===== src/rtl/insn_fetch.sv =====
// Instruction fetch unit: drives a synchronous instruction memory and hands {insn, pc} to decode via valid/ready.
// Optional FETCH_PERF_EN adds saturating handshake/stall counters (perf_fetched, perf_stalls).
module insn_fetch #(
  parameter int              ADDR_W   = 10,
  parameter int              INSN_W   = 32,
  parameter logic [ADDR_W-1:0] RESET_PC = '0
) (
  input  logic              clk,
  input  logic              rst_n,
  output logic [ADDR_W-1:0] pc_out,
  input  logic [INSN_W-1:0] insn_in,
  input  logic              fetch_en,
  input  logic              redirect_valid,
  input  logic [ADDR_W-1:0] redirect_pc,
  output logic              fetch_valid,
  input  logic              fetch_ready,
  output logic [INSN_W-1:0] fetch_insn,
  output logic [ADDR_W-1:0] fetch_pc
`ifdef FETCH_PERF_EN
  ,
  output logic [31:0]       perf_fetched,
  output logic [31:0]       perf_stalls
`endif
);

  logic [ADDR_W-1:0] pc_q;
  logic              f2_valid;
  logic [ADDR_W-1:0] f2_pc;
  logic              can_take;

  assign can_take = !fetch_valid || fetch_ready;

  // During a stall the held address is re-read so insn_in still matches f2_pc next cycle.
  always_comb begin
    pc_out = pc_q;
    if (!rst_n)
      pc_out = RESET_PC;
    else if (redirect_valid)
      pc_out = redirect_pc;
    else if (!can_take)
      pc_out = f2_pc;
  end

  always_ff @(posedge clk or negedge rst_n) begin
    if (!rst_n) begin
      pc_q        <= RESET_PC;
      f2_valid    <= 1'b0;
      f2_pc       <= '0;
      fetch_valid <= 1'b0;
      fetch_insn  <= '0;
      fetch_pc    <= '0;
    end else if (redirect_valid) begin
      f2_valid    <= 1'b1;
      f2_pc       <= redirect_pc;
      pc_q        <= redirect_pc + 1'b1;
      fetch_valid <= 1'b0;
    end else if (can_take) begin
      fetch_valid <= f2_valid;
      fetch_insn  <= insn_in;
      fetch_pc    <= f2_pc;
      if (fetch_en) begin
        f2_valid <= 1'b1;
        f2_pc    <= pc_q;
        pc_q     <= pc_q + 1'b1;
      end else begin
        f2_valid <= 1'b0;
      end
    end
  end

`ifdef FETCH_PERF_EN
  always_ff @(posedge clk or negedge rst_n) begin
    if (!rst_n) begin
      perf_fetched <= '0;
      perf_stalls  <= '0;
    end else begin
      if (fetch_valid && fetch_ready && (perf_fetched != 32'hFFFF_FFFF))
        perf_fetched <= perf_fetched + 32'd1;
      if (fetch_valid && !fetch_ready && (perf_stalls != 32'hFFFF_FFFF))
        perf_stalls <= perf_stalls + 32'd1;
    end
  end
`endif

endmodule

===== config.mk =====
export PLATFORM = sky130hd
export DESIGN_NAME = insn_fetch
export DESIGN_NICKNAME = d
export VERILOG_FILES = /design/src/rtl/insn_fetch.sv
export SDC_FILE = /design/constraint.sdc
export NUM_CORES = 1
export LEC_CHECK = 0
export ABC_AREA = 1
export CORE_MARGIN = 4
export CORE_UTILIZATION = 41
export DETAILED_ROUTE_END_ITERATION = 10
export PLACE_DENSITY = 0.76
export SLEW_MARGIN = 20
export SYNTH_ARGS = -nofsm -noshare
export SYNTH_HDL_FRONTEND = slang
export SYNTH_SLANG_ARGS = --single-unit

===== constraint.sdc =====
create_clock -name clk -period 1.3 [get_ports clk]
set_input_delay 0.26 -clock clk [delete_from_list [all_inputs] [get_ports clk]]
set_output_delay 0.26 -clock clk [all_outputs]
set_load 0.01 [all_outputs]

# [Yosys cells after proc, flatten, opt, wreduce, memory -nomap -nowiden]
# Index checks and enable logic that the tools add are counted.
[totals] mem_bits_rw=0 inputBits=47 output_inout_bits=53 register_bits=64 elab_cells=29 n_memories=0 latchBits=0 mem_bits_ro=0
[op_classes] n_mux=14 reduce_logical=6 div=0 addsub=2 n_eq_ne=0 order_cmp=0 bitwise=1 mul=0 n_shift=0
[ops] operator="two-way mux 10 bit" n=9
[ops] operator="adder 10 x 1 -> 10 bit, second input constant" n=2
[ops] operator="two-way mux 1 bit" n=5
[ops] operator="AND reduction 2 bit" n=2
[ops] operator="nonzero test 2 bit" n=2
[ops] operator="logical NOT 1 bit" n=1
[ops] operator="logical OR 1 bit" n=1
[ops] operator="NOT 1 bit" n=1

# [Longest topological paths before layout]
[depth] word_depth=5 depth_mapped=9 ltp_nobuf=9

# [Least setup slack after synthesis]
# Ideal clock, no wire load.
[synth_timing] path_type="register -> output" start="reg fetch_valid" end="out pc_out[3]" setup_slack_ps=-159 arrival_ps=1199 n_path_buf=1 stages_incl_launch_ff=7 t_required_ps=1040 cell_sequence="dfrtp_1 > inv_1 > nor2_2 > nor2_1 > buf_2 > nand2_1 > a31oi_1"
[synth_via] elab_chain_cells=5
[synth_rtl] element="from (decl)" line="15" text="output logic fetch_valid,"
[synth_rtl] element="from (signal assigned)" line="58" text="fetch_valid <= f2_valid;"
[synth_rtl] element="logical NOT 1 bit" line="31" text="assign can_take = !fetch_valid || fetch_ready;"
[synth_rtl] element="logical OR 1 bit" line="31"
[synth_rtl] element="two-way mux 10 bit" line="40" text="else if (!can_take)"
[synth_rtl] element="two-way mux 10 bit" line="38" text="else if (redirect_valid)"
[synth_rtl] element="two-way mux 10 bit" line="36" text="if (!rst_n)"
[synth_rtl] element="to (decl)" line="10" text="output logic [ADDR_W-1:0] pc_out,"
# No other way between the ends.

# [Worst setup path after layout]
[layout_timing] start="reg fetch_valid" end="out pc_out[6]"
# The elaborated chain is that of the path after synthesis.

==> out/metrics.csv <==
stage,metric,value,unit
run_status,outcome,"finished, violations left",
run_status,failing checks,negative setup slack,
pwr,VDD IR max,585,uV
clock_network,Hold Buf Count CTS,0,
clock_network,depth of the CTS H-tree,3,
global_routing,total global-route track usage,22.3,%
synth,Post-synth top cells,"174 x nand2_1, 64 x dfrtp_1, 16 x nand3_1, 14 x inv_1",
worst_setup_path,Critical Path RT,1040,ps
clock_network,CTS sink count,64,
placed_design,post-DP HPWL,5580,um
clock_network,Root Buffer,clkbuf_8,
worst_setup_path,WP depth,8,
route,DRC violations left,0,
synth,Synth Instances,358,
synth,#FFs+latches synth,64,
synth,top-count cell post-synth,nand2_1,
placed_design,GPL Wtd Cong,0.826,
synth,Post-Synthesis Cell Area,2910,um2
route,vias,3144,
global_routing,initial antenna violation count,0,
timing,Max Transition Viols Final,0,
clock_network,CTS Buf Count,9,
clock_network,latest clock arrival within the worst-skew pair,340,ps
placed_design,number of buffers inserted by port buffering,99,
route,first drt pass iteration count,4,
synth,syn_area_per_cell,8.12,um2
pwr,Lkg Pwr,2.73,nW
floorplanning,die area,8500,um2
global_routing,first-pass GRT wire length,15000,um
timing,minimum clock period,1880,ps
floorplanning,Initial Utilization,42.5,%
timing,final setup vio count,74,
synth,async set-reset flop share out of synthesis,100,%
synth,Synth area leaders,"dfrtp_1 55%, nand2_1 22%, nand3_1 2.8%",
worst_setup_path,"Cell Chain, Critical Path",inv_2 -> nor2_4 -> buf_12 -> nor2_4 -> buf_6 -> nand2_4 -> a31oi_4 -> buf_6,
timing,WHS,95.9,ps
clock_network,CTS tree,yes,
route,drt initial violations,120,
route,Wirelength per Cell,16.1,um
floorplanning,# IOs,100,
timing,f_max,532,MHz
worst_setup_path,R2R cell count,10,
pwr,Final Power,6.46,mW
synth,top cell type's share of synthesized area,55.1,%
timing,period utilisation layout,144,%
clock_network,Clock Pin Slew Worst Setup and Hold Paths,80,ps
timing,worst-margin pin slew,812,ps
worst_setup_path,family with the most delay on the worst path,buffers and inverters,
timing,Fin Clk Skew,9.19,ps
flow_run,Max-Cap Viols,0,
synth,leading area contributor after synthesis,dfrtp_1,
floorplanning,# rows,30,
final_layout,layout cell share with drive strength beyond 1,45.3,%
timing,Final Hold Fails,0,
floorplanning,Die H,92.2,um
worst_setup_path,crit path launch type,register,
timing,Rel. slew slack,45.8,%
synth,Synth cell types,24,
synth,Yosys warnings,0,
placed_design,Post-Place Worst Slack,-953,ps
synth,syn nets,406,
route,Total Wirelength,10200,um
floorplanning,core area,6830,um2
final_layout,nets,584,
timing,min setup slack post-route,-578,ps
route,post-DR vias/cell,4.94,
global_routing,largest net degree at the start of global routing,65,
synth,"EDFF count, synth",0,
worst_setup_path,maximum single-stage delay on the critical path,390,ps
final_layout,area grow syn2layout,90.8,%
final_layout,ANT cells,0,
worst_setup_path,Worst Path Max Fanout,4,
floorplanning,die width,92.2,um
global_routing,vias in the first global route,3078,
pwr,power density over cell area,1170,nW/um2
worst_setup_path,Crit-path slowest cell,dfrtp_1,
worst_setup_path,worst setup path category,register to output pin,
synth,register area share after synthesis,55.1,%
global_routing,GRT Residual Overflow,0,
worst_setup_path,CP Buf/Inv Count,4,
timing,RSZ-0062 raised after global routing,yes,
worst_hold_path,hold crit path type,input pin to async pin,
clock_network,maximum root-to-sink buffer count,2,
route,Final ANT Viol Nets,0,
synth,Synth Flop Type,dfrtp_1,
worst_setup_path,type of destination of the critical path,output pin,
worst_setup_path,CP arrival,1620,ps
==> layout make-up <==
type,instances,area (um2)
Clock buffer,10,128
Clock inverter,6,60.1
Fill cell,406,1290
Inverter,20,114
Multi-Input combinational cell,260,1720
Sequential cell,64,1600
Tap cell,96,120
Timing Repair Buffer,180,1790
Timing Repair inverter,1,11.3
==> registers in the layout, indices dropped and copies added (netlist names) <==
name and count:
fetch_valid 1, f2_pc 10, f2_valid 1, fetch_insn 32, fetch_pc 10, pc_q 10
==> cell usage in the layout (no fill, tap or decap), drive strengths merged <==
cell type	n
bufinv	1
clkdlybuf4s50	44
dlygate4sd2	7
or2	1
nor2	16
clkbuf	14
buf	92
a31oi	8
nand2	187
clkinvlp	2
o21ai	17
clkdlybuf4s15	33
inv	19
nand4	1
nand3	17
clkinv	5
o21a	1
a21oi	10
dfrtp	64
o21bai	1
ha	1
==> repair_timing <==
item / CTS / global route
gates cloned: 7 / 2
setup endpoints to repair: 115 / 109
buffers inserted: 14 / 22
resized for setup: 196 / 125
pin swaps: 12 / 11
==> path summary, 6_finish.rpt <==
check                         startpoint             to  slack, ps
max                          fetch_valid      pc_out[6]       -580
min                                rst_n        pc_q[7]        100
max reg2reg                  fetch_valid        pc_q[8]       -270
min reg2reg                fetch_insn[9]  fetch_insn[9]        480
max in group asynchronous          rst_n    fetch_pc[1]        650
min in group clk              insn_in[8]  fetch_insn[8]        450
==> kinds of logic (layout without fill, tap and decap cells) <==
kind of cell	Yosys count	in the layout	share of synthesized area, %
compound gates	37	37	6.89
fa+ha+maj	1	1	0.431
buf+inv	34	217	5.30
flops	64	64	55.1
simple gates	222	222	32.3
==> where the power goes <==
| part | internal, mW | total [mW] | switching (mW) | leakage [nW] |
|---|---|---|---|---|
| registers | 2.30 | 2.57 | 0.270 | 0.782 |
| logic | 1.14 | 2.20 | 1.07 | 1.86 |
| clock network | 0.876 | 1.69 | 0.817 | 0.0920 |
| total | 4.31 | 6.46 | 2.15 | 2.73 |
==> metrics by stage <==
stage / area [um2] / setup TNS [ps] / cells / utilization [%]
after floorplan: 3050 / -75.4 / 358 / -
after global placement: 4420 / -47410 / 583 / 64.7
after detailed placement: 4420 / -49040 / 583 / 64.7
after CTS: 5090 / -16930 / 618 / 74.5
after global routing: 5540 / -21620 / 637 / 81.1
final: 5540 / -17560 / 637 / 81.1
==> per-layer routing <==
metal	up-vias	routed length, um	global-route usage, %
met5	-	0	0
met4	0	212	7.67
met3	22	556	4.84
met2	123	5440	38.1
met1	1503	4020	27.9
li1	1496	-	-
Power figures use the tool's default switching activity.
